File: src/rtl/router_pkt_tx_if.sv
// router_pkt_tx_if: request and router-side signals of the packet transmitter.
// Carries inject_err only when ROUTER_PKT_TX_PARITY_ERR_INJ_EN is defined.
interface router_pkt_tx_if;
    logic       start;
    logic [1:0] dest_addr;
    logic [5:0] payload_len;
    logic [7:0] seed;
    logic       abort;
    logic       busy;
    logic       pkt_valid;
    logic [7:0] data_out;
    logic       tx_active;
    logic       done;
    logic       err;
`ifdef ROUTER_PKT_TX_PARITY_ERR_INJ_EN
    logic       inject_err;
`endif

    modport master (
        input  start, dest_addr, payload_len, seed, abort, busy,
`ifdef ROUTER_PKT_TX_PARITY_ERR_INJ_EN
        input  inject_err,
`endif
        output pkt_valid, data_out, tx_active, done, err
    );

    modport slave (
        output start, dest_addr, payload_len, seed, abort, busy,
`ifdef ROUTER_PKT_TX_PARITY_ERR_INJ_EN
        output inject_err,
`endif
        input  pkt_valid, data_out, tx_active, done, err
    );
endinterface

File: src/rtl/router_pkt_tx.sv
// router_pkt_tx: sends header, LFSR payload and parity bytes to a router, honouring busy.
// Optional ROUTER_PKT_TX_PARITY_ERR_INJ_EN adds inject_err to corrupt the parity byte.
module router_pkt_tx #(
    parameter int MAX_LEN = 63
) (
    input logic             clk,
    input logic             reset,
    router_pkt_tx_if.master bus
);
    typedef enum logic [2:0] {IDLE, HEADER, PAYLOAD, PARITY, GAP} state_t;

    state_t     state_q, state_d;
    logic [5:0] cnt_q, cnt_d;
    logic [7:0] lfsr_q, lfsr_d;
    logic [7:0] par_q, par_d;
    logic       inj_q, inj_d;
    logic       pv_q, pv_d;
    logic [7:0] dout_q, dout_d;
    logic       act_q, act_d;
    logic       done_q, done_d;
    logic       err_q, err_d;
    logic       start_ok;

    function automatic logic [7:0] lfsr_next(input logic [7:0] v);
        return {v[6:0], v[7] ^ v[5] ^ v[4] ^ v[3]};
    endfunction

    assign start_ok = bus.dest_addr != 2'd3 && bus.payload_len != 6'd0 &&
                      32'(bus.payload_len) <= MAX_LEN;

    always_comb begin
        state_d = state_q;
        cnt_d   = cnt_q;
        lfsr_d  = lfsr_q;
        par_d   = par_q;
        inj_d   = inj_q;
        pv_d    = 1'b0;
        dout_d  = 8'h00;
        done_d  = 1'b0;
        err_d   = 1'b0;
        unique case (state_q)
            IDLE: begin
                if (bus.start && start_ok) begin
                    state_d = HEADER;
                    cnt_d   = bus.payload_len;
                    lfsr_d  = bus.seed == 8'h00 ? 8'h01 : bus.seed;
                    par_d   = 8'h00;
`ifdef ROUTER_PKT_TX_PARITY_ERR_INJ_EN
                    inj_d   = bus.inject_err;
`else
                    inj_d   = 1'b0;
`endif
                    pv_d    = 1'b1;
                    dout_d  = {bus.payload_len, bus.dest_addr};
                end else begin
                    err_d = bus.start;
                end
            end
            HEADER: begin
                pv_d    = 1'b1;
                dout_d  = bus.busy ? dout_q : lfsr_q;
                par_d   = bus.busy ? par_q : par_q ^ dout_q;
                state_d = bus.busy ? HEADER : PAYLOAD;
            end
            PAYLOAD: begin
                pv_d   = 1'b1;
                dout_d = dout_q;
                if (!bus.busy) begin
                    par_d  = par_q ^ dout_q;
                    cnt_d  = cnt_q - 6'd1;
                    lfsr_d = lfsr_next(lfsr_q);
                    if (cnt_q == 6'd1) begin
                        state_d = PARITY;
                        pv_d    = 1'b0;
                        dout_d  = par_q ^ dout_q ^ {7'd0, inj_q};
                    end else begin
                        dout_d = lfsr_next(lfsr_q);
                    end
                end
            end
            PARITY: begin
                dout_d  = bus.busy ? dout_q : 8'h00;
                done_d  = !bus.busy;
                state_d = bus.busy ? PARITY : GAP;
            end
            GAP:     state_d = IDLE;
            default: state_d = IDLE;
        endcase
        // Abort wins over everything, including a start seen in IDLE.
        if (bus.abort) begin
            state_d = IDLE;
            cnt_d   = 6'd0;
            pv_d    = 1'b0;
            dout_d  = 8'h00;
            done_d  = 1'b0;
            err_d   = 1'b0;
        end
        act_d = state_d != IDLE;
    end

    always_ff @(posedge clk or posedge reset) begin
        if (reset) begin
            state_q <= IDLE;
            cnt_q   <= 6'd0;
            lfsr_q  <= 8'h01;
            par_q   <= 8'h00;
            inj_q   <= 1'b0;
            pv_q    <= 1'b0;
            dout_q  <= 8'h00;
            act_q   <= 1'b0;
            done_q  <= 1'b0;
            err_q   <= 1'b0;
        end else begin
            state_q <= state_d;
            cnt_q   <= cnt_d;
            lfsr_q  <= lfsr_d;
            par_q   <= par_d;
            inj_q   <= inj_d;
            pv_q    <= pv_d;
            dout_q  <= dout_d;
            act_q   <= act_d;
            done_q  <= done_d;
            err_q   <= err_d;
        end
    end

    assign bus.pkt_valid = pv_q;
    assign bus.data_out  = dout_q;
    assign bus.tx_active = act_q;
    assign bus.done      = done_q;
    assign bus.err       = err_q;
endmodule

File: src/flat_wrapper.sv
// flat-port wrapper written by rule: the top's interface ports become plain ports
module router_pkt_tx_flat 
#(
    parameter int MAX_LEN = 63
)
  (clk, reset, bus_start, bus_dest_addr, bus_payload_len, bus_seed, bus_abort, bus_busy, bus_pkt_valid, bus_data_out, bus_tx_active, bus_done, bus_err);
  router_pkt_tx_if bus_i ();
  input logic clk;
  input logic reset;
  input wire logic [$bits(bus_i.start)-1:0] bus_start;
  input wire logic [$bits(bus_i.dest_addr)-1:0] bus_dest_addr;
  input wire logic [$bits(bus_i.payload_len)-1:0] bus_payload_len;
  input wire logic [$bits(bus_i.seed)-1:0] bus_seed;
  input wire logic [$bits(bus_i.abort)-1:0] bus_abort;
  input wire logic [$bits(bus_i.busy)-1:0] bus_busy;
  output wire logic [$bits(bus_i.pkt_valid)-1:0] bus_pkt_valid;
  output wire logic [$bits(bus_i.data_out)-1:0] bus_data_out;
  output wire logic [$bits(bus_i.tx_active)-1:0] bus_tx_active;
  output wire logic [$bits(bus_i.done)-1:0] bus_done;
  output wire logic [$bits(bus_i.err)-1:0] bus_err;
  assign bus_i.start = bus_start;
  assign bus_i.dest_addr = bus_dest_addr;
  assign bus_i.payload_len = bus_payload_len;
  assign bus_i.seed = bus_seed;
  assign bus_i.abort = bus_abort;
  assign bus_i.busy = bus_busy;
  assign bus_pkt_valid = bus_i.pkt_valid;
  assign bus_data_out = bus_i.data_out;
  assign bus_tx_active = bus_i.tx_active;
  assign bus_done = bus_i.done;
  assign bus_err = bus_i.err;
  router_pkt_tx #(.MAX_LEN(MAX_LEN)) u_core (.clk(clk), .reset(reset), .bus(bus_i));
endmodule
File: config.mk
export PLATFORM = sky130hd
export DESIGN_NAME = router_pkt_tx_flat
export DESIGN_NICKNAME = d
export VERILOG_FILES = /design/src/rtl/router_pkt_tx_if.sv /design/src/rtl/router_pkt_tx.sv /design/src/flat_wrapper.sv
export SDC_FILE = /design/constraint.sdc
export NUM_CORES = 1
export LEC_CHECK = 0
export ABC_AREA = 1
export CORE_ASPECT_RATIO = 1.5
export CORE_MARGIN = 5
export CORE_UTILIZATION = 26
export DETAILED_ROUTE_END_ITERATION = 8
export DONT_BUFFER_PORTS = 1
export PLACE_DENSITY = 0.37
export REMOVE_ABC_BUFFERS = 1
export SLEW_MARGIN = 30
export SYNTH_ARGS = -nofsm -noshare
export SYNTH_HDL_FRONTEND = slang
export SYNTH_SLANG_ARGS = --single-unit
export TNS_END_PERCENT = 50
File: constraint.sdc
create_clock -name clk -period 3.5 [get_ports clk]
set_clock_uncertainty 0.1 [all_clocks]
set_input_delay 0 -clock clk [delete_from_list [all_inputs] [get_ports clk]]
set_output_delay 0 -clock clk [all_outputs]
set_load 0.02 [all_outputs]
After elaboration in Yosys (flattened, before gate mapping)
Cells that the tools add are included.
{"block": "word_totals", "word_cells": 76, "reg_bits": 37, "out_inout_bits": 12, "input_bits": 21}
{"block": "op_classes", "muxes": 35, "n_eq_ne": 12, "reduce_logical": 15, "bitwise": 4, "addsub": 1}
{"op": "$mux 8", "n": 11}
{"op": "$pmux 8 s2", "n": 2}
{"op": "$pmux 8 s4", "n": 1}
{"op": "$mux 6", "n": 3}
{"op": "$mux 3", "n": 5}
{"op": "$pmux 3 s4", "n": 1}
{"op": "$pmux 6 s2", "n": 1}
{"op": "$reduce_and 3->1", "n": 4}
{"op": "$mux 1", "n": 9}
{"op": "$ne 3x3->1 const B", "n": 3}
{"op": "$logic_not 8->1", "n": 1}
{"op": "$xor 8x8->8", "n": 1}
{"op": "$eq 3x2->1 const B", "n": 2}
{"op": "$eq 6x1->1 const B", "n": 1}
{"op": "$ne 2x2->1 const B", "n": 3}
{"op": "$reduce_bool 3->1", "n": 2}
{"op": "$reduce_bool 6->1", "n": 1}
{"op": "$sub 6x1->6 const B", "n": 1}
{"op": "$reduce_bool 2->1", "n": 2}
{"op": "$eq 3x1->1 const B", "n": 1}
{"op": "$logic_not 3->1", "n": 1}
{"op": "$ne 3x2->1 const B", "n": 1}
{"op": "$pmux 1 s3", "n": 1}
{"op": "$xor 1x1->1", "n": 3}
{"op": "other kinds (5)", "n": 6}

Depth between registers and ports, before layout
{"block": "logic_depth", "ltp_word": 7, "ltp_mapped": 11}

Worst setup path before layout
No wires, ideal clock.
{"block": "synth_timing", "kind": "register -> register", "from": "register u_core.state_q[2]", "to": "register u_core.par_q[1]", "period_less_slack_ns": 1.571, "t_required_ns": 3.282, "stages_incl_launch_ff": 12, "slack_ns": 1.929, "setup_time_ns": 0.118, "arrival_ns": 1.353, "path_cell_list": "dfrtp_1 -> inv_2 -> nand2_4 -> nor2_8 -> inv_6 -> nand2_8 -> nor2_8 -> nor2_4 -> nand2_4 -> buf_8 -> nand2_2 -> o21ai_2"}
{"block": "synth_between", "elab_chain_cells": 4}
{"item": "start, declared", "line_no": "router_pkt_tx.sv:12", "source": "state_t state_q, state_d;"}
{"item": "start signal, assigned", "line_no": "router_pkt_tx.sv:114", "source": "state_q <= state_d;"}
{"item": "$eq 3x1->1 or $eq 3x2->1 (tied branches)", "line_no": "router_pkt_tx.sv:41", "source": "unique case (state_q)"}
{"item": "$reduce_or 2->1 (no source line)"}
{"item": "$ne 2x2->1 (no source line) or $reduce_bool 2->1 (tied branches)"}
{"item": "$reduce_and 3->1 (no source line)"}
{"item": "end signal, assigned", "line_no": "router_pkt_tx.sv:117", "source": "par_q <= par_d;"}
{"item": "end, declared", "line_no": "router_pkt_tx.sv:15", "source": "logic [7:0] par_q, par_d;"}
Several ways; a longest one is shown, not always the timed one.
A chain may end at the register's enable or synchronous reset.

Final worst setup path
{"block": "layout_timing", "from": "register u_core.cnt_q[4]", "to": "register u_core.pv_q (netlist: u_core.bus.pkt_valid)"}
{"block": "layout_between", "elab_chain_cells": 5}
{"item": "start, declared", "line_no": "router_pkt_tx.sv:13", "source": "logic [5:0] cnt_q, cnt_d;"}
{"item": "start signal, assigned", "line_no": "router_pkt_tx.sv:115", "source": "cnt_q <= cnt_d;"}
{"item": "$eq 6x1->1", "line_no": "router_pkt_tx.sv:72", "source": "if (cnt_q == 6'd1) begin"}
{"item": "$mux 1", "line_no": "router_pkt_tx.sv:72"}
{"item": "$mux 1", "line_no": "router_pkt_tx.sv:68", "source": "if (!bus.busy) begin"}
{"item": "$pmux 1 s3", "line_no": "router_pkt_tx.sv:41"}
{"item": "$mux 1", "line_no": "router_pkt_tx.sv:90", "source": "if (bus.abort) begin"}
{"item": "via u_core.pv_d", "line_no": "router_pkt_tx.sv:17", "source": "logic pv_q, pv_d;"}
{"item": "end signal, assigned", "line_no": "router_pkt_tx.sv:119", "source": "pv_q <= pv_d;"}
{"item": "end, declared", "line_no": "router_pkt_tx.sv:17"}
The timed path passes the listed nets, and every way through them passes these cells.

==> impl_metrics.env <==
export IMPL_status="complete, no violations"
export IMPL_worstSetupPathType="reg -> reg"
export IMPL_p_sw_mw=0.458
export IMPL_core_mm2=0.00925
export IMPL_met1_usage_pct=15.9
export IMPL_hpwlAfterDp_um=5400
export IMPL_cts_sinks=37
export IMPL_yosys_area_share_adder_pct=1.02
export IMPL_row_count=43
export IMPL_gp_congestion=0.795
export IMPL_synth_main_ff_cell="dfrtp_1"
export IMPL_hold_path_class="in -> reg"
export IMPL_gr_max_usage_layer="met2"
export IMPL_pwr_share_clk_pct=39.0
export IMPL_finalHoldViolCount=0
export IMPL_dr_total_vias=2179
export IMPL_cts_buffer_depth=2
export IMPL_dieArea_mm2=0.0115
export IMPL_place_ws_ns=1.49
export IMPL_synth_xor_area_share_pct=0.357
export IMPL_placedCellCount=452
export IMPL_antenna_found_initial=0
export IMPL_critPathLaunchType="flip-flop"
export IMPL_avgViaCountPerCell=4.52
export IMPL_total_power_mw=1.40
export IMPL_htree_levels=2
export IMPL_setup_slack_ns=1.20
export IMPL_drt_iter0_markers=96
export IMPL_synth_compound_area_share_pct=12.2
export IMPL_fin_nets=392
export IMPL_cp_slowest_cell="dlygate4sd3_1"
export IMPL_critPathBufInv=1
export IMPL_slew_viol_final=0
export IMPL_critPathTopFamily="simple AND/OR/NAND/NOR gates"
export IMPL_firstDrtPassIters=4
export IMPL_drt_wl_total_um=7070
export IMPL_grt_pass1_vias=2211
export IMPL_insertedDiodeCount=0
export IMPL_io_buffers=0
export IMPL_arrival_ns=2.37
export IMPL_grt_max_degree=25
export IMPL_post_cts_setup_buffer_count=0
export IMPL_post_cts_resized=0
export IMPL_worst_path_max_fanout=10
export IMPL_yosysSeqAreaShare_pct=37.8
export IMPL_cp_required_ns=3.57
export IMPL_switching_share_pct=32.8
export IMPL_synth_area_mm2=0.00245
export IMPL_gr_usage_all_layers_pct=13.5
export IMPL_ys_ff_latch=37
export IMPL_yosys_area_share_simple_pct=37.9
export IMPL_io_pins=33
export IMPL_muxShareOfSynthArea_pct=0
export IMPL_synthCells=348
export IMPL_pwr_share_seq_pct=38.2
export IMPL_root_buffer="clkbuf_16"
export IMPL_cp_end_kind="flip-flop"
export IMPL_tightest_slew_ns=0.753
export IMPL_relSlewSlack_pct=49.8
export IMPL_drv_cap=0
export IMPL_cts_inserted_buffers=5
export IMPL_syn_area_per_cell_um2=7.04
export IMPL_fin_crit_sh_pct=65.8
export IMPL_async_flop_share_pct=100
export IMPL_cts_tree="done"
export IMPL_crit_chain="nor2_2 > nand3_2 > o21ai_0 > a31oi_1 > dlygate4sd3_1"
export IMPL_comb_power_share_pct=22.8
export IMPL_grt_pass1_wl_um=11600
export IMPL_critical_path_max_stage_delay_ns=0.59
export IMPL_setup_violations=0
export IMPL_leakagePower_nw=1.47
export IMPL_yosysWarningCount=0
export IMPL_start_util_pct=26.5
export IMPL_cellInternalPower_mw=0.940
export IMPL_max_freq_mhz=434
export IMPL_syn2layout_area_growth_pct=19.8
export IMPL_grt_overflow_total=0
export IMPL_clock_latency_ns=0.29
export IMPL_path_clk_slew_ns=0.06
export IMPL_powerDensity_mw_per_mm2=476
export IMPL_finalNonFillerCells=482
export IMPL_synth_edf_count=0
export IMPL_vdd_ir_drop_max_uv=187
export IMPL_die_h_um=129
export IMPL_die_x_um=89.3
export IMPL_synth_cell_types=34
export IMPL_wl_per_cell_um=14.7
export IMPL_drcViolationCount=0
export IMPL_drtAntennaViolNets=0
export IMPL_fin_crit_ns=2.30
export IMPL_use_met2_pct=23.4
export IMPL_grt_setup_unrepaired="false"
export IMPL_setup_tns_ns=0
export IMPL_drive_gt1_share_pct=10.3
export IMPL_globalRouteMet3Util_pct=2.75
export IMPL_synth_top_family_by_area="simple AND/OR/NAND/NOR gates"
## synthesized netlist by cell type, types with 2 or more instances
master / instances / area share [%]
nand3_2: 2 / 0.82
nand4_1: 2 / 0.51
nor2_1: 26 / 4.0
nand3_1: 38 / 7.8
o21ai_1: 7 / 1.4
nand2_4: 2 / 0.92
nor2_8: 2 / 1.6
o21ai_0: 23 / 4.7
a21oi_1: 10 / 2.0
nand2_1: 111 / 17
inv_1: 50 / 7.7
inv_2: 2 / 0.31
nand2_2: 2 / 0.51
ha_1: 2 / 1.0
buf_2: 5 / 1.0
o21ai_2: 9 / 3.2
nor2_4: 3 / 1.4
dfrtp_1: 36 / 37
## layout by cell type, fill, tap and decap left out
master / instances
nand3_1: 38
nor2_8: 2
xor2_1: 1
o22ai_1: 1
nand2_8: 1
nor2_2: 1
ha_1: 2
nand2_4: 2
nor4_4: 1
dfstp_2: 1
nor2_4: 3
nand2_2: 2
dlygate4sd3_1: 22
buf_4: 1
nand3_2: 2
a31oi_1: 1
o21ai_0: 23
clkbuf_16: 5
bufinv_16: 1
clkbuf_8: 1
nand2_1: 111
nor3_4: 1
nand4_2: 1
and2_1: 1
nor2_1: 26
a21oi_1: 10
clkinvlp_4: 1
dfrtp_1: 36
nand4_1: 2
o211ai_1: 1
o21ai_2: 9
o21ai_1: 7
inv_6: 1
inv_1: 50
inv_2: 2
## metrics by stage
stage / utilization (%) / area [µm²] / hold WS [ns]
floorplan: - / 2390 / -0.0365
global placement: 27.4 / 2540 / -0.0248
detailed placement: 27.4 / 2540 / -0.0229
CTS: 31.7 / 2940 / 0.00393
global route: 31.7 / 2940 / 0.0751
finish: 31.7 / 2940 / 0.00899
## routing by layer
metal | up-vias | part of all wire (%)
met4 | 0 | 2.2
met3 | 10 | 3.7
met2 | 31 | 52
li1 | 1143 | -
met1 | 995 | 42
met5 | - | 0
## repair_timing
item,in CTS,in global routing
setup endpoints to repair,0,0
hold buffers,22,0
endpoints found under the hold margin,46,0
## layout make-up
type                    instances  area (µm²)
fillers                      1041        6320
clock inverters                 2        37.5
flip-flops and latches         37         927
well taps                     112         140
repair buffers                 23         228
clock buffers                   6         139
multi-input cells             249        1260
inverters                      53         204
## sequential cells by signal (all words and copies together), names as in the netlist
name / count
u_core.cnt_q: 6
u_core.par_q: 8
u_core.bus.err: 1
u_core.bus.pkt_valid: 1
u_core.bus.tx_active: 1
u_core.bus.data_out: 8
u_core.bus.done: 1
u_core.state_q: 3
u_core.lfsr_q: 8
## kinds of logic (layout without fill, tap and decap cells)
kind of cell	after synthesis	after routing
xor gates and xnor gates	1	1
adders and majority gates	2	2
DFF	37	37
buffers and inverters	62	84
AOI/OAI and AO/OA	52	52
and+or+nand+nor	194	194
## tightest hold or removal path, cell delays in order
cell     delay, ns
nor2_1        0.03
nand4_1       0.08
a21oi_1       0.06
o21ai_0       0.13
o21ai_0       0.08
## path summary, 6_finish.rpt
path | start | endpoint | slack (ns) | cells after the start
setup / recovery | u_core.cnt_q[4] | u_core.bus.pkt_valid | 1.20 | 5
hold / removal | bus_seed[5] | u_core.lfsr_q[0] | 0.009 | 5
setup reg to reg | u_core.cnt_q[4] | u_core.bus.pkt_valid | 1.20 | 5
hold reg to reg | u_core.par_q[3] | u_core.par_q[3] | 0.41 | 2
max in group asynchronous | reset | u_core.bus.data_out[7] | 2.35 | 3
min in group asynchronous | reset | u_core.bus.pkt_valid | 0.19 | 2
## power groups by stage
stage	clock network [mW]	registers (mW)	logic [mW]
after floorplan	0	0.530	0.232
final	0.545	0.534	0.319
after detailed placement	0	0.543	0.300
after global placement	0	0.542	0.301
after global routing	0.581	0.542	0.371
after CTS	0.563	0.535	0.327
Note: power is estimated with default switching activity, not from simulation.
